[config.mk]
export PLATFORM = sky130hd
export DESIGN_NAME = pipeline_hazard_ctrl_flat
export DESIGN_NICKNAME = d
export VERILOG_FILES = /design/src/rtl/pipeline_hazard_ctrl_if.sv /design/src/rtl/pipeline_hazard_ctrl.sv /design/src/flat_wrapper.sv
export SDC_FILE = /design/constraint.sdc
export NUM_CORES = 1
export LEC_CHECK = 0
export BUFFER_PORTS_ARGS = -buffer_cell sky130_fd_sc_hd__buf_2
export CAP_MARGIN = 20
export CORE_MARGIN = 5
export CORE_UTILIZATION = 40
export CTS_CLUSTER_SIZE = 8
export DETAILED_ROUTE_END_ITERATION = 12
export PLACE_DENSITY = 0.8
export SYNTH_ARGS = -nofsm -noshare
export SYNTH_HDL_FRONTEND = slang
export SYNTH_SLANG_ARGS = --single-unit
export TNS_END_PERCENT = 5
[constraint.sdc]
create_clock -name clk -period 2.2 [get_ports clk]
set_input_delay 0.22 -clock clk [delete_from_list [all_inputs] [get_ports clk]]
set_output_delay 0.22 -clock clk [all_outputs]
set_load 0.02 [all_outputs]
[src/rtl/pipeline_hazard_ctrl_if.sv]
// Hazard-controller bundle: hazard sources from the datapath, stage controls back to it.
// master = the hazard controller, slave = the datapath side.
interface pipeline_hazard_ctrl_if #(
  parameter int unsigned REG_W = 5,
  parameter int unsigned CNT_W = 16
) ();
  logic [REG_W-1:0] id_rs;
  logic [REG_W-1:0] id_rt;
  logic             id_uses_rt;
  logic             ex_memread;
  logic             ex_regwrite;
  logic [REG_W-1:0] ex_regdest;
  logic             ex_branch_taken;
  logic             mem_req;
  logic             mem_ready;
  logic             halt_req;

  logic             pc_en;
  logic             ifid_en;
  logic             idex_en;
  logic             exmem_en;
  logic             memwb_en;
  logic             ifid_flush;
  logic             idex_bubble;
  logic             memwb_bubble;
  logic             halted;
  logic             mem_timeout;
  logic [CNT_W-1:0] stall_cycles;

  modport master (
    input  id_rs, id_rt, id_uses_rt, ex_memread, ex_regwrite, ex_regdest,
           ex_branch_taken, mem_req, mem_ready, halt_req,
    output pc_en, ifid_en, idex_en, exmem_en, memwb_en, ifid_flush, idex_bubble,
           memwb_bubble, halted, mem_timeout, stall_cycles
  );

  modport slave (
    output id_rs, id_rt, id_uses_rt, ex_memread, ex_regwrite, ex_regdest,
           ex_branch_taken, mem_req, mem_ready, halt_req,
    input  pc_en, ifid_en, idex_en, exmem_en, memwb_en, ifid_flush, idex_bubble,
           memwb_bubble, halted, mem_timeout, stall_cycles
  );
endinterface

[src/rtl/pipeline_hazard_ctrl.sv]
// Central sequencer for the 5-stage pipeline registers: load-use stalls, branch flushes,
// data-memory wait states and a precise halt/drain sequence.
module pipeline_hazard_ctrl #(
  parameter int unsigned REG_W     = 5,
  parameter int unsigned CNT_W     = 16,
  parameter int unsigned MAX_WAIT  = 15,
  parameter int unsigned DRAIN_CYC = 4
) (
  input logic                    clk,
  input logic                    reset,
  pipeline_hazard_ctrl_if.master bus
);
  localparam int unsigned WaitW  = $clog2(MAX_WAIT + 1);
  localparam int unsigned DrainW = (DRAIN_CYC > 1) ? $clog2(DRAIN_CYC) : 1;
  localparam logic [WaitW-1:0]  WaitMax   = WaitW'(MAX_WAIT);
  localparam logic [DrainW-1:0] DrainLast = DrainW'(DRAIN_CYC - 1);

  typedef enum logic [1:0] {StRun, StMemWait, StDrain, StHalted} ctrlState_e;

  ctrlState_e        stateQ, stateD, retQ, retD, evalState;
  logic [WaitW-1:0]  waitCntQ, waitCntD;
  logic [DrainW-1:0] drainCntQ, drainCntD;
  logic              timeoutQ, timeoutD;
  logic [CNT_W-1:0]  stallCntQ, stallCntD;

  logic [REG_W-1:0]  exDest;
  logic              luHaz, mStall, freeze;
  logic              pcEn, ifidEn, idexEn, exmemEn, memwbEn;
  logic              ifidFlush, idexBubble, memwbBubble, haltedOut;

  assign exDest = bus.ex_regdest;
  assign luHaz  = bus.ex_memread & bus.ex_regwrite & (exDest != '0) &
                  ((exDest == bus.id_rs) | (bus.id_uses_rt & (exDest == bus.id_rt)));
  assign mStall = bus.mem_req & ~bus.mem_ready;

  always_comb begin
    pcEn        = 1'b1;
    ifidEn      = 1'b1;
    idexEn      = 1'b1;
    exmemEn     = 1'b1;
    memwbEn     = 1'b1;
    ifidFlush   = 1'b0;
    idexBubble  = 1'b0;
    memwbBubble = 1'b0;
    haltedOut   = 1'b0;
    freeze      = 1'b0;
    retD        = retQ;
    waitCntD    = waitCntQ;
    drainCntD   = drainCntQ;
    timeoutD    = timeoutQ;
    stallCntD   = stallCntQ;

    // A wait that completes this cycle applies the interrupted state's rules immediately.
    evalState = ((stateQ == StMemWait) && bus.mem_ready) ? retQ : stateQ;
    stateD    = evalState;

    unique case (evalState)
      StRun: begin
        if (mStall) begin
          freeze   = 1'b1;
          stateD   = StMemWait;
          retD     = StRun;
          waitCntD = WaitW'(1);
        end else if (bus.ex_branch_taken) begin
          ifidFlush  = 1'b1;
          idexBubble = 1'b1;
        end else if (luHaz) begin
          pcEn       = 1'b0;
          ifidEn     = 1'b0;
          idexBubble = 1'b1;
        end else if (bus.halt_req) begin
          pcEn      = 1'b0;
          ifidFlush = 1'b1;
          stateD    = StDrain;
          drainCntD = '0;
        end
      end
      StMemWait: begin
        freeze = 1'b1;
        if (waitCntQ != WaitMax) waitCntD = waitCntQ + WaitW'(1);
      end
      StDrain: begin
        if (mStall) begin
          freeze   = 1'b1;
          stateD   = StMemWait;
          retD     = StDrain;
          waitCntD = WaitW'(1);
        end else begin
          // A branch resolving mid-drain still loads its target so resume is precise.
          pcEn      = bus.ex_branch_taken;
          ifidFlush = 1'b1;
          if (drainCntQ == DrainLast) stateD = StHalted;
          else drainCntD = drainCntQ + DrainW'(1);
        end
      end
      StHalted: begin
        pcEn      = 1'b0;
        ifidEn    = 1'b0;
        idexEn    = 1'b0;
        exmemEn   = 1'b0;
        memwbEn   = 1'b0;
        haltedOut = 1'b1;
        if (!bus.halt_req) stateD = StRun;
      end
    endcase

    // Memory stall: hold everything upstream, let MEM/WB retire a bubble.
    if (freeze) begin
      pcEn        = 1'b0;
      ifidEn      = 1'b0;
      idexEn      = 1'b0;
      exmemEn     = 1'b0;
      memwbEn     = 1'b1;
      memwbBubble = 1'b1;
    end

    if (waitCntD == WaitMax) timeoutD = 1'b1;

    if (!pcEn && (stateQ != StHalted) && (stallCntQ != '1)) begin
      stallCntD = stallCntQ + CNT_W'(1);
    end

    if (reset) begin
      pcEn        = 1'b0;
      ifidEn      = 1'b0;
      idexEn      = 1'b0;
      exmemEn     = 1'b0;
      memwbEn     = 1'b0;
      ifidFlush   = 1'b0;
      idexBubble  = 1'b0;
      memwbBubble = 1'b0;
      haltedOut   = 1'b0;
    end
  end

  always_ff @(posedge clk) begin
    if (reset) begin
      stateQ    <= StRun;
      retQ      <= StRun;
      waitCntQ  <= '0;
      drainCntQ <= '0;
      timeoutQ  <= 1'b0;
      stallCntQ <= '0;
    end else begin
      stateQ    <= stateD;
      retQ      <= retD;
      waitCntQ  <= waitCntD;
      drainCntQ <= drainCntD;
      timeoutQ  <= timeoutD;
      stallCntQ <= stallCntD;
    end
  end

  assign bus.pc_en        = pcEn;
  assign bus.ifid_en      = ifidEn;
  assign bus.idex_en      = idexEn;
  assign bus.exmem_en     = exmemEn;
  assign bus.memwb_en     = memwbEn;
  assign bus.ifid_flush   = ifidFlush;
  assign bus.idex_bubble  = idexBubble;
  assign bus.memwb_bubble = memwbBubble;
  assign bus.halted       = haltedOut;
  assign bus.mem_timeout  = timeoutQ;
  assign bus.stall_cycles = stallCntQ;
endmodule

[src/flat_wrapper.sv]
// flat-port wrapper written by rule: the top's interface ports become plain ports
module pipeline_hazard_ctrl_flat 
#(
  parameter int unsigned REG_W     = 5,
  parameter int unsigned CNT_W     = 16,
  parameter int unsigned MAX_WAIT  = 15,
  parameter int unsigned DRAIN_CYC = 4
)
  (clk, reset, bus_id_rs, bus_id_rt, bus_id_uses_rt, bus_ex_memread, bus_ex_regwrite, bus_ex_regdest, bus_ex_branch_taken, bus_mem_req, bus_mem_ready, bus_halt_req, bus_pc_en, bus_ifid_en, bus_idex_en, bus_exmem_en, bus_memwb_en, bus_ifid_flush, bus_idex_bubble, bus_memwb_bubble, bus_halted, bus_mem_timeout, bus_stall_cycles);
  pipeline_hazard_ctrl_if #(.REG_W(REG_W), .CNT_W(CNT_W)) bus_i ();
  input logic clk;
  input logic reset;
  input wire logic [$bits(bus_i.id_rs)-1:0] bus_id_rs;
  input wire logic [$bits(bus_i.id_rt)-1:0] bus_id_rt;
  input wire logic [$bits(bus_i.id_uses_rt)-1:0] bus_id_uses_rt;
  input wire logic [$bits(bus_i.ex_memread)-1:0] bus_ex_memread;
  input wire logic [$bits(bus_i.ex_regwrite)-1:0] bus_ex_regwrite;
  input wire logic [$bits(bus_i.ex_regdest)-1:0] bus_ex_regdest;
  input wire logic [$bits(bus_i.ex_branch_taken)-1:0] bus_ex_branch_taken;
  input wire logic [$bits(bus_i.mem_req)-1:0] bus_mem_req;
  input wire logic [$bits(bus_i.mem_ready)-1:0] bus_mem_ready;
  input wire logic [$bits(bus_i.halt_req)-1:0] bus_halt_req;
  output wire logic [$bits(bus_i.pc_en)-1:0] bus_pc_en;
  output wire logic [$bits(bus_i.ifid_en)-1:0] bus_ifid_en;
  output wire logic [$bits(bus_i.idex_en)-1:0] bus_idex_en;
  output wire logic [$bits(bus_i.exmem_en)-1:0] bus_exmem_en;
  output wire logic [$bits(bus_i.memwb_en)-1:0] bus_memwb_en;
  output wire logic [$bits(bus_i.ifid_flush)-1:0] bus_ifid_flush;
  output wire logic [$bits(bus_i.idex_bubble)-1:0] bus_idex_bubble;
  output wire logic [$bits(bus_i.memwb_bubble)-1:0] bus_memwb_bubble;
  output wire logic [$bits(bus_i.halted)-1:0] bus_halted;
  output wire logic [$bits(bus_i.mem_timeout)-1:0] bus_mem_timeout;
  output wire logic [$bits(bus_i.stall_cycles)-1:0] bus_stall_cycles;
  assign bus_i.id_rs = bus_id_rs;
  assign bus_i.id_rt = bus_id_rt;
  assign bus_i.id_uses_rt = bus_id_uses_rt;
  assign bus_i.ex_memread = bus_ex_memread;
  assign bus_i.ex_regwrite = bus_ex_regwrite;
  assign bus_i.ex_regdest = bus_ex_regdest;
  assign bus_i.ex_branch_taken = bus_ex_branch_taken;
  assign bus_i.mem_req = bus_mem_req;
  assign bus_i.mem_ready = bus_mem_ready;
  assign bus_i.halt_req = bus_halt_req;
  assign bus_pc_en = bus_i.pc_en;
  assign bus_ifid_en = bus_i.ifid_en;
  assign bus_idex_en = bus_i.idex_en;
  assign bus_exmem_en = bus_i.exmem_en;
  assign bus_memwb_en = bus_i.memwb_en;
  assign bus_ifid_flush = bus_i.ifid_flush;
  assign bus_idex_bubble = bus_i.idex_bubble;
  assign bus_memwb_bubble = bus_i.memwb_bubble;
  assign bus_halted = bus_i.halted;
  assign bus_mem_timeout = bus_i.mem_timeout;
  assign bus_stall_cycles = bus_i.stall_cycles;
  pipeline_hazard_ctrl #(.REG_W(REG_W), .CNT_W(CNT_W), .MAX_WAIT(MAX_WAIT), .DRAIN_CYC(DRAIN_CYC)) u_core (.clk(clk), .reset(reset), .bus(bus_i));
endmodule
Yosys cells after proc, flatten, opt, wreduce, memory -nomap -nowiden
Index checks and enable logic that the tools add are counted.
{ "classes": {"n_eq_ne": 19, "muxes": 59, "bitwise_logic": 7, "add_sub_neg": 3, "n_reduce_logical": 10} }
{ "op_table": {"columns": ["operator", "n"], "rows": [
  ["$mux W1", 33],
  ["$mux W2", 16],
  ["$add A16 B1 Y16 const B", 1],
  ["$ne A16 B16 Y1 const B", 1],
  ["$ne A2 B2 Y1 const B", 7],
  ["$eq A5 B5 Y1", 2],
  ["$mux W4", 2],
  ["$pmux W2 S2", 2],
  ["$pmux W4 S2", 1],
  ["$reduce_and A7 Y1", 1],
  ["$eq A2 B2 Y1 const B", 3],
  ["$pmux W1 S2", 3],
  ["$pmux W2 S3", 1],
  ["$and A1 B1 Y1", 5],
  ["$reduce_bool A5 Y1", 1],
  ["$add A4 B1 Y4 const B", 1],
  ["$eq A2 B1 Y1 const B", 2],
  ["$eq A4 B4 Y1 const B", 1],
  ["$ne A2 B1 Y1 const B", 2],
  ["$ne A4 B4 Y1 const B", 1],
  ["$logic_and A1 B1 Y1", 3],
  ["$pmux W1 S3", 1],
  ["$reduce_and A3 Y1", 1],
  ["$add A2 B1 Y2 const B", 1],
  ["other kinds (6)", 6]
]} }
{ "word_totals": {"out_inout_bits": 26, "wordCells": 104, "regBits": 27, "input_bits": 24} }

Logic depth before layout (Yosys ltp)
Gate-level depths: netlist of the first run.
{ "depth": {"word_depth": 12, "mapped_depth": 8, "mapped_depth_nobuf": 7} }

Worst setup path before layout of the first run
Ideal clock, no wire load.
{ "synth_timing": {"path_kind": "in2out", "start": "in bus_ex_regdest[4]", "end": "out bus_idex_bubble", "required_time_ns": 1.980, "path_stages": 5, "path_buffers": 0, "path_slack_ns": 0.018, "t_arrival_ns": 1.962, "path_cell_list": "xnor2_1 nand3_1 o22ai_1 nand2_1 a2111oi_0"} }
{ "synth_between": {"elab_chain_len": 9, "elab_cells_between_ends": 12, "classes_between": "eq/ne: 2; mux: 5; bitwise: 4; reduce/logical: 1"} }
{ "synth_rtl": {"columns": ["item", "line_no", "text"], "rows": [
  ["start, declared", "flat_wrapper.sv:18", "input wire logic [$bits(bus_i.ex_regdest)-1:0] bus_ex_regdest;"],
  ["$eq A5 B5 Y1", "pipeline_hazard_ctrl.sv:33", "((exDest == bus.id_rs) | (bus.id_uses_rt & (exDest == bus.id_rt)));"],
  ["$and A1 B1 Y1", "pipeline_hazard_ctrl.sv:33", null],
  ["$or A1 B1 Y1", "pipeline_hazard_ctrl.sv:33", null],
  ["$and A1 B1 Y1 *", "pipeline_hazard_ctrl.sv:32", "assign luHaz = bus.ex_memread & bus.ex_regwrite & (exDest != '0) &"],
  ["$mux W1 *", "pipeline_hazard_ctrl.sv:67", "end else if (luHaz) begin"],
  ["$mux W1 *", "pipeline_hazard_ctrl.sv:64", "end else if (bus.ex_branch_taken) begin"],
  ["$mux W1 *", "pipeline_hazard_ctrl.sv:59", "if (mStall) begin"],
  ["$mux W1 *", "pipeline_hazard_ctrl.sv:57", "unique case (evalState)"],
  ["$mux W1 *", "pipeline_hazard_ctrl.sv:123", "if (reset) begin"],
  ["end, declared", "flat_wrapper.sv:29", "output wire logic [$bits(bus_i.idex_bubble)-1:0] bus_idex_bubble;"]
]} }
Every way passes the cells marked *; elsewhere a longest branch is shown, timed or not.

Final worst setup path of the first run
{ "layout_timing": {"start": "reg u_core.stateQ[0]", "end": "reg u_core.stallCntQ[11] (netlist: u_core.bus.stall_cycles[11])"} }
{ "layout_between": {"elab_chain_len": 10, "elab_cells_between_ends": 15, "classes_between": "eq/ne: 5; mux: 4; reduce/logical: 6"} }
{ "layout_rtl": {"columns": ["item", "line_no", "text"], "rows": [
  ["start, declared", "pipeline_hazard_ctrl.sv:20", "ctrlState_e stateQ, stateD, retQ, retD, evalState;"],
  ["start signal, assigned", "pipeline_hazard_ctrl.sv:138", "stateQ <= StRun;"],
  ["start signal, assigned", "pipeline_hazard_ctrl.sv:145", "stateQ <= stateD;"],
  ["$eq A2 B1 Y1", "pipeline_hazard_ctrl.sv:54", "evalState = ((stateQ == StMemWait) && bus.mem_ready) ? retQ : stateQ;"],
  ["$logic_and A1 B1 Y1", "pipeline_hazard_ctrl.sv:54", null],
  ["$mux W2", "pipeline_hazard_ctrl.sv:54", null],
  ["$eq A2 B2 Y1 or $logic_not A2 Y1 (tied branches)", "pipeline_hazard_ctrl.sv:57", null],
  ["$reduce_or A2 Y1 (no line)", null, null],
  ["$pmux W1 S2", "pipeline_hazard_ctrl.sv:57", null],
  ["$mux W1", "pipeline_hazard_ctrl.sv:108", "if (freeze) begin"],
  ["$logic_not A1 Y1", "pipeline_hazard_ctrl.sv:119", "if (!pcEn && (stateQ != StHalted) && (stallCntQ != '1)) begin"],
  ["$logic_and A1 B1 Y1 * (2 in series)", "pipeline_hazard_ctrl.sv:119", null],
  ["end signal, assigned", "pipeline_hazard_ctrl.sv:150", "stallCntQ <= stallCntD;"],
  ["end, declared", "pipeline_hazard_ctrl.sv:24", "logic [CNT_W-1:0] stallCntQ, stallCntD;"]
]} }
Marks and branches as above.
A chain may end at the register's enable or synchronous reset.

==> flow_metrics.py, run 1 <==
metrics = {
    "global_route": {
        "grt_usage_pct": 15.1,
        "overflow": 0,
        "grt_pass1_vias": 1479,
        "grt_pass1_wl_mm": 6.31,
        "grt_antenna_before_repair": 0,
        "grt_max_degree": 21,
    },
    "power_and_ir_drop": {
        "power_density_nw_per_um2": 513,
        "peakVddDrop_v": 0.000366,
        "leakage_nw": 0.827,
        "finalPower_mw": 1.01,
    },
    "cts": {
        "cts.sinks": 26,
        "hold_buffers": 0,
        "clkTransAtPathRegs_ns": 0.09,
        "clockBufferDepth": 2,
        "clkLatencyLatePin_ns": 0.27,
        "h-tree-depth": 1,
        "cts.root.buffer_cell": "clkbuf_8",
        "cts_tree": "yes",
        "numCtsBuffers": 3,
    },
    "placed_design": {
        "dp_hpwl_mm": 2.96,
        "portBuffers": 49,
        "place.gp.congestion": 0.790,
        "placed_area_um2": 1870,
    },
    "drt": {
        "wirelength_mm": 3.82,
        "vias": 1583,
        "dr.pass1.iters": 4,
        "drc_errors": 0,
        "viasPerCell": 5.31,
        "drt-initial-drc-count": 151,
        "ant_nets": 0,
        "wl_per_cell_um": 12.8,
    },
    "final_layout": {
        "num_antenna_cells": 0,
        "area_growth_pct": 28.0,
        "stdcell_area_um2": 1960,
        "drive_gt1_share_pct": 30.0,
        "finalNetCount": 278,
    },
    "critical_path": {
        "required_ns": 2.41,
        "cp.depth": 7,
        "r2r_slack_ns": 0.10,
        "start_kind": "flip-flop",
        "ff2ff_path_depth": 7,
        "path_class": "flip-flop to flip-flop",
        "crit_path_end_kind": "flip-flop",
        "r2r_end": "u_core.bus.stall_cycles[11]$_SDFFE_PP0P_",
        "r2r_start": "u_core.stateQ[0]$_SDFF_PP0_",
        "slowest_stage": "dfxtp_2",
        "worstPathArrival_ns": 2.31,
        "path_delay_family": "simple AND/OR/NAND/NOR gates",
        "max_stage_delay_ns": 0.36,
        "worstPathCellList": "o21ba_2 -> or3_4 -> o21bai_2 -> a21oi_4 -> nor2_1 -> or3_1 -> a21oi_1",
        "worstPathMaxFanout": 8,
        "critPathBufInv": 0,
        "endpoint": "u_core.bus.stall_cycles[11]$_SDFFE_PP0P_",
        "crit_path_start": "u_core.stateQ[0]$_SDFF_PP0_",
    },
    "synthesis": {
        "synth_area_leader_cell": "dfxtp_1",
        "async_reset_ff_share_pct": 0,
        "synth.cell_area_um2": 1530,
        "synthTopCellsByArea": "dfxtp_1 34%, xnor2_1 6.9%, nor2_1 5.9%",
        "syn_nets": 218,
        "syn_inst": 191,
        "yosysSeqAreaShare_pct": 33.9,
        "synth_cell_types": 41,
        "yosysTopAreaCellShare_pct": 33.9,
        "synthFlopType": "dfxtp_1",
        "ys_warn_count": 0,
        "synth-edff-count": 0,
        "synth-seq-cells": 26,
        "postSynthAreaPerCell_um2": 8.03,
    },
    "sta": {
        "worstMarginPinSlew_ns": 0.428,
        "period_share_pct": 95.3,
        "period_minus_slack_ns": 2.10,
        "max_freq_mhz": 477,
        "rsz0062_at_grt": "yes",
        "fin_worst_skew_ns": 0.00304,
        "slew_viol_final": 0,
        "slew_headroom_pct": 71.1,
        "finalSetupViolCount": 0,
        "hold_viol": 0,
    },
    "die": {
        "initial_core_util_pct": 41.6,
        "core-area_um2": 3690,
        "fp-row-count": 22,
        "die-area_um2": 5170,
        "die_x_um": 71.9,
        "pin_count": 50,
        "die_h_um": 71.9,
    },
    "outcome": {
        "status": "finished, final reports clean",
    },
    "hold_path": {
        "hold_class": "input port to flip-flop",
    },
    "run": {
        "drv_cap": 0,
    },
}
how the worst min path moves through the flow:
stage,depth (start not counted),slack (ns),startpoint,endpoint
after detailed placement,2,0.47,u_core.bus.mem_timeout$_SDFFE_PP0N_,u_core.bus.mem_timeout$_SDFFE_PP0N_
after CTS,2,0.27,reset,u_core.bus.stall_cycles[3]$_SDFFE_PP0P_
final,2,0.27,reset,u_core.bus.stall_cycles[0]$_SDFFE_PP0P_
after global placement,2,0.46,u_core.bus.mem_timeout$_SDFFE_PP0N_,u_core.bus.mem_timeout$_SDFFE_PP0N_
after global routing,2,0.29,reset,u_core.bus.stall_cycles[3]$_SDFFE_PP0P_
after floorplan,1,0.30,reset,u_core.waitCntQ[2]$_SDFF_PP0_
final cells by class:
cell class,count,area [um^2]
multi-input cells,153,972
inverters,7,26.3
flip-flops and latches,26,522
fillers,368,1730
clock buffers,4,55.1
repair buffers,60,328
well taps,48,60.1
through the flow:
step	setup TNS, ns	utilization (%)	std cells	setup slack, ns	hold WS [ns]
floorplan	0	-	191	0.0185	0.304
global placement	0	50.8	291	0.0871	0.456
detailed placement	0	50.8	291	0.00671	0.468
CTS	0	52.9	297	0.0342	0.266
global route	-0.0438	53.2	298	-0.0198	0.287
finish	0	53.2	298	0.103	0.271
cells in the final DEF, fill, tap and decap left out, types with 3 or more instances in the layout:
master    count
ha_1          3
nand3_1       6
dfxtp_1      25
nor2_1       24
a21oi_1      17
nor3_1        3
buf_4        11
xnor2_1      12
buf_2        49
a31oi_1       4
inv_1         7
clkbuf_8      4
nand4_1       5
nand2_1      16
or3_1        10
nor2b_1       3
xor2_1        3
o21ai_0      14
state kept, by name (all words and copies together) (netlist names):
signal / cells
u_core.retQ: 1
u_core.stateQ: 2
u_core.waitCntQ: 4
u_core.bus.mem_timeout: 1
u_core.bus.stall_cycles: 16
u_core.drainCntQ: 2
cells in the mapped netlist, types with 3 or more instances:
| cell type | instances |
|---|---|
| nand3_1 | 6 |
| xor2_1 | 3 |
| nor3_1 | 3 |
| dfxtp_1 | 26 |
| nand4_1 | 5 |
| nand2_1 | 16 |
| nor2b_1 | 3 |
| xnor2_1 | 12 |
| ha_1 | 3 |
| a21oi_1 | 17 |
| nor2_1 | 24 |
| or3_1 | 10 |
| o21ai_0 | 14 |
| a31oi_1 | 4 |
| inv_1 | 7 |
kinds of logic (layout without fill, tap and decap cells):
kind of cell / Yosys count / after routing / share of synthesized area (%)
and+or+nand+nor: 81 / 81 / 28.1
buffers and inverters: 12 / 71 / 3.43
AOI/OAI and AO/OA: 50 / 50 / 20.8
muxes: 4 / 4 / 2.77
adders and majority gates: 3 / 3 / 2.45
xor gates and xnor gates: 15 / 15 / 8.56
DFF: 26 / 26 / 33.9
power breakdown:
part | leakage (nW) | total, mW | switching [mW] | internal [mW]
combinational | 0.588 | 0.206 | 0.115 | 0.0907
clock | 0.0288 | 0.310 | 0.150 | 0.160
sequential | 0.211 | 0.492 | 0.00932 | 0.483
total | 0.827 | 1.01 | 0.274 | 0.734
metal layers:
layer | up-vias | track usage [%] | wire [um] | part of all wire, %
met5 | - | 0 | 0 | 0
met4 | 0 | 4.80 | 61 | 1.6
met3 | 7 | 4.16 | 185 | 4.8
met2 | 41 | 26.4 | 1930 | 51
met1 | 733 | 18.0 | 1640 | 43
li1 | 802 | - | - | -
repair_timing:
| action | CTS | global route |
|---|---|---|
| endpoints found under the setup margin | 4 | 12 |
| setup buffers | 2 | 1 |
| resized for setup | 1 | 2 |
| hold endpoints to repair | 0 | 0 |
| pin swaps | 1 | 2 |
Power figures use the tool's default switching activity.
==> run 2: changes to the inputs <==
Settings changed: RECOVER_POWER from default to 100.
==> run 2 against run 1 <==
  * Final cell count unchanged
  * Design area decreased by 2.0%
  * Hold slack improved by 0.0023 ns
  * Via count increased by 0.69%
  * Sequential power about the same
  * Maximum frequency about the same
  * Global-route usage unchanged
==> flow_metrics.py, run 2 (synthesized netlist as in run 1, its figures left out) <==
metrics = {
    "outcome": {
        "status": "finished, final reports clean",
    },
    "sta": {
        "finalSetupViolCount": 0,
        "hold_viol": 0,
        "worstMarginPinSlew_ns": 0.444,
        "fin_tns_setup_ns": 0,
        "rsz0062_at_grt": "yes",
        "fin_worst_skew_ns": 0.00320,
        "max_freq_mhz": 477,
        "period_minus_slack_ns": 2.10,
        "period_share_pct": 95.4,
        "fin_hold_ws_ns": 0.273,
        "slew_headroom_pct": 70.1,
        "slew_viol_final": 0,
    },
    "global_route": {
        "overflow": 0,
        "grt_usage_pct": 15.1,
        "grt_max_degree": 21,
        "grt_antenna_before_repair": 0,
        "grt_pass1_vias": 1479,
        "grt_pass1_wl_mm": 6.31,
    },
    "critical_path": {
        "path_class": "flip-flop to flip-flop",
        "crit_path_end_kind": "flip-flop",
        "worstPathMaxFanout": 8,
        "r2r_start": "u_core.stateQ[0]$_SDFF_PP0_",
        "required_ns": 2.41,
        "worstPathArrival_ns": 2.31,
        "max_stage_delay_ns": 0.36,
        "worstPathCellList": "o21ba_2 -> or3_4 -> o21bai_2 -> a21oi_4 -> o21ai_2 -> or3_1 -> a21oi_1",
        "start_kind": "flip-flop",
        "crit_path_start": "u_core.stateQ[0]$_SDFF_PP0_",
        "slowest_stage": "dfxtp_2",
    },
    "placed_design": {
        "dp_hpwl_mm": 2.96,
        "place.gp.congestion": 0.790,
        "placed_area_um2": 1870,
        "portBuffers": 49,
    },
    "power_and_ir_drop": {
        "finalPower_mw": 1.00,
        "power.switching_uw": 275,
        "pwr-share-clk_pct": 30.9,
        "peakVddDrop_v": 0.000367,
        "leakage_nw": 0.713,
        "pwr-share-comb_pct": 20.0,
        "power_density_nw_per_um2": 521,
        "power.share.sequential_pct": 49.1,
        "internal_power_uw": 727,
        "p_sw_share_pct": 27.4,
    },
    "drt": {
        "wl_per_cell_um": 12.9,
        "wirelength_mm": 3.85,
        "ant_nets": 0,
        "drt-initial-drc-count": 109,
        "viasPerCell": 5.35,
        "dr.pass1.iters": 4,
        "vias": 1594,
        "drc_errors": 0,
    },
    "die": {
        "die_h_um": 71.9,
        "die_x_um": 71.9,
        "pin_count": 50,
        "initial_core_util_pct": 41.6,
        "die-area_um2": 5170,
        "fp-row-count": 22,
        "core-area_um2": 3690,
    },
    "final_layout": {
        "final_common_cell": "clkbuf_1",
        "area_growth_pct": 25.4,
        "drive_gt1_share_pct": 18.8,
        "final_cell_mix": "28 x clkbuf_1, 25 x dfxtp_1, 24 x nor2_1",
        "num_antenna_cells": 0,
        "largest_reg_flops": 16,
        "stdcell_area_um2": 1920,
        "finalNetCount": 278,
    },
    "cts": {
        "cts_tree": "yes",
        "hold_buffers": 0,
        "clkTransAtPathRegs_ns": 0.09,
        "cts.sinks": 26,
        "clockBufferDepth": 2,
        "h-tree-depth": 1,
        "cts.root.buffer_cell": "clkbuf_8",
        "clkLatencyLatePin_ns": 0.27,
        "numCtsBuffers": 3,
    },
    "hold_path": {
        "hold_path.startpoint": "reset",
        "hold_class": "input port to flip-flop",
    },
    "run": {
        "drv_cap": 0,
    },
}
==> run 2: cell count changes in the layout (fill, tap and decap cells not counted), sizes merged <==
| cell | delta |
|---|---|
| clkbuf | +28 |
| buf | -28 |
==> run 2: power by group through the flow <==
stage	Sequential, mW	Clock [mW]	Combinational, mW
floorplan	0.511	0	0.117
global placement	0.502	0	0.200
detailed placement	0.503	0	0.203
CTS	0.492	0.317	0.205
global route	0.493	0.339	0.220
finish	0.492	0.310	0.201
==> run 2: final cells by class <==
class	instances	area, um^2
tap	48	60.1
inverter	7	26.3
sequential	26	522
fill	386	1770
timing repair buffer	60	288
multi-input combinational	153	972
clock buffer	4	55.1
==> run 2: per-layer routing <==
| metal | track usage, % | up-vias | share of wire [%] |
|---|---|---|---|
| met4 | 4.80 | 0 | 1.6 |
| met2 | 26.4 | 47 | 50 |
| met5 | 0 | - | 0 |
| met3 | 4.16 | 7 | 5.5 |
| li1 | - | 803 | - |
| met1 | 18.0 | 737 | 43 |
==> run 2: final timing paths <==
path,slack [ns],depth (start not counted),endpoint
worst max-delay path,0.10,7,u_core.bus.stall_cycles[15]$_SDFFE_PP0P_
worst min-delay path,0.27,2,u_core.bus.stall_cycles[0]$_SDFFE_PP0P_
worst max register to register,0.10,7,u_core.bus.stall_cycles[15]$_SDFFE_PP0P_
worst min register to register,0.48,2,u_core.bus.mem_timeout$_SDFFE_PP0N_
==> run 2: stage by stage <==
stage	utilization [%]	worst slack, ns	instances
2_1_floorplan	-	0.0185	191
3_3_place_gp	50.8	0.0871	291
3_5_place_dp	50.8	0.00671	291
4_1_cts	52.9	0.0342	297
5_1_grt	52.1	-0.0198	298
6_report	52.1	0.102	298
==> run 2: timing repair <==
item / in CTS / in global routing
setup buffers: 2 / 1
resized for setup: 1 / 2
endpoints found under the setup margin: 4 / 12
cloned: 0 / 0
pin swaps: 1 / 2
==> run 2: worst max-delay path, delay by kind of cell, from the launching register on <==
family | cells | cell delay (ns)
flops | 1 | 0.36
compound gates | 5 | 0.96
simple gates | 2 | 0.71
==> run 3: changes to the inputs <==
Settings changed: PLACE_DENSITY 0.8 to 0.77.
Clock period 2.2 ns to 2.3 ns, I/O delays scaled along.
==> run 3 against run 2 <==
  * Die area stayed put
  * Critical path depth is 1 higher
  * Non-clock buffer count is 3 lower
  * Design area is 1.6% lower
  * Flip-flop and latch count stayed put
  * Register-to-register slack worse by 0.02 ns
  * Via count is 1.5% lower
  * First-iteration DRC count is 17% lower
==> flow_metrics.py, run 3 (synthesized netlist as in run 1, its figures left out) <==
metrics = {
    "outcome": {
        "status": "finished, final reports clean",
    },
    "die": {
        "die-area_um2": 5170,
        "core-area_um2": 3690,
        "pin_count": 50,
        "die_x_um": 71.9,
        "initial_core_util_pct": 41.6,
        "fp-row-count": 22,
        "die_h_um": 71.9,
    },
    "cts": {
        "clockBufferDepth": 2,
        "clkLatencyLatePin_ns": 0.27,
        "clkTransAtPathRegs_ns": 0.09,
        "cts.sinks": 26,
        "numCtsBuffers": 3,
        "cts_tree": "yes",
        "hold_buffers": 0,
        "cts.root.buffer_cell": "clkbuf_8",
        "h-tree-depth": 1,
    },
    "global_route": {
        "grt_usage_pct": 14.8,
        "grt_antenna_before_repair": 0,
        "grt_pass1_wl_mm": 6.42,
        "grt_pass1_vias": 1478,
        "overflow": 0,
        "grt_max_degree": 19,
    },
    "final_layout": {
        "finalNetCount": 275,
        "drive_gt1_share_pct": 17.5,
        "fillers": 388,
        "largest_reg_flops": 16,
        "num_antenna_cells": 0,
        "final_cell_mix": "26 x clkbuf_1, 26 x dfxtp_1, 24 x nor2_1, 24 x buf_2, 17 x a21oi_1",
        "area_growth_pct": 23.3,
        "final_cells": 294,
    },
    "drt": {
        "vias": 1570,
        "viasPerCell": 5.34,
        "wirelength_mm": 3.90,
        "ant_nets": 0,
        "wl_met1_mm": 1.76,
        "dr.pass1.iters": 4,
        "wl_met2_mm": 1.95,
        "dr_wl_met3_um": 139,
        "wl_per_cell_um": 13.3,
        "drc_errors": 0,
        "drt-initial-drc-count": 90,
        "topRoutingLayerUsed": "met4",
    },
    "run": {
        "drv_cap": 0,
    },
    "critical_path": {
        "worstPathCellList": "ha_1 -> and3_1 -> a41o_1 -> nor4b_4 -> buf_4 -> o21ai_2 -> or3_1 -> a21oi_1",
        "ff2ff_path_depth": 8,
        "endpoint": "u_core.bus.stall_cycles[15]$_SDFFE_PP0P_",
        "start_kind": "flip-flop",
        "crit_path_start": "u_core.bus.stall_cycles[1]$_SDFFE_PP0P_",
        "r2r_end": "u_core.bus.stall_cycles[15]$_SDFFE_PP0P_",
        "crit_path_end_kind": "flip-flop",
        "worstPathMaxFanout": 7,
        "r2r_start": "u_core.bus.stall_cycles[1]$_SDFFE_PP0P_",
        "slowest_stage": "or3_1",
        "max_stage_delay_ns": 0.36,
        "path_class": "flip-flop to flip-flop",
        "r2r_slack_ns": 0.08,
        "required_ns": 2.51,
        "worstPathArrival_ns": 2.43,
    },
    "sta": {
        "fin_hold_ws_ns": 0.311,
        "slew_viol_final": 0,
        "worstMarginPinSlew_ns": 0.423,
        "slew_headroom_pct": 71.5,
        "max_freq_mhz": 451,
        "hold_viol": 0,
        "period_minus_slack_ns": 2.22,
        "fin_worst_skew_ns": 0.00470,
        "period_share_pct": 96.5,
        "setup_slack_ns": 0.0813,
        "finalSetupViolCount": 0,
    },
    "hold_path": {
        "hold_class": "input port to flip-flop",
        "holdPathStages": 3,
    },
    "power_and_ir_drop": {
        "power_density_nw_per_um2": 485,
        "leakage_nw": 0.706,
        "peakVddDrop_v": 0.000377,
    },
    "placed_design": {
        "dp_cells": 289,
        "portBuffers": 49,
        "dp_hpwl_mm": 2.99,
        "dpl_worst_slack_ns": 0.117,
        "place.gp.congestion": 0.787,
    },
}
==> run 3: cell types whose count changed in the layout (fill, tap and decap cells not counted), sizes merged <==
cell | before | now
buf | 32 | 31
clkbuf | 32 | 29
==> run 3: worst min path at each step <==
stage | from | to | slack (ns)
after floorplan | reset | u_core.waitCntQ[2]$_SDFF_PP0_ | 0.31
after global placement | u_core.bus.mem_timeout$_SDFFE_PP0N_ | u_core.bus.mem_timeout$_SDFFE_PP0N_ | 0.45
after detailed placement | u_core.bus.mem_timeout$_SDFFE_PP0N_ | u_core.bus.mem_timeout$_SDFFE_PP0N_ | 0.46
after CTS | bus_halt_req | u_core.stateQ[1]$_SDFF_PP0_ | 0.29
after global routing | bus_halt_req | u_core.stateQ[0]$_SDFF_PP0_ | 0.34
final | bus_halt_req | u_core.stateQ[1]$_SDFF_PP0_ | 0.31
==> run 3: layout make-up <==
type / instances / area (um^2) / share of cell area (%)
flip-flops and latches: 26 / 520 / 27.5
repair buffers: 57 / 270 / 14.3
clock buffers: 3 / 41.3 / 2.18
inverters: 7 / 26.3 / 1.39
well taps: 48 / 60.1 / 3.17
multi-input cells: 153 / 973 / 51.5
==> run 3: per-layer routing <==
metal  global-route usage [%]  up-vias
met2                     25.5       34
met1                     19.1      723
met4                     2.71        0
met3                     3.32        6
li1                         -      807
met5                        0        -
==> run 3: power by group <==
part	total [mW]	switching, mW	internal (mW)	leakage, nW
Sequential	0.472	0.0103	0.462	0.210
Combinational	0.188	0.110	0.0779	0.474
Clock	0.257	0.139	0.118	0.0216
==> run 3: stage by stage <==
stage          util (%)  total power [mW]  instance area (um^2)  TNS (ns)
3_3_place_gp       50.4             0.667                  1860         0
6_report           51.3             0.917                  1890         0
2_1_floorplan         -             0.600                  1530         0
4_1_cts            51.5             0.927                  1900         0
5_1_grt            51.3             0.962                  1890   -0.0113
3_5_place_dp       50.4             0.672                  1860         0
==> run 3: critical path: cells and delay by family (launching register included) <==
family	cells	cell delay, ns
simple gates	3	0.88
buf+inv	1	0.19
flops	1	0.35
fa+ha+maj	1	0.20
compound gates	3	0.54
==> run 3: timing repair <==
item	in CTS	in global routing
endpoints found under the setup margin	0	7
gates resized for setup	0	2
setup buffers	0	2
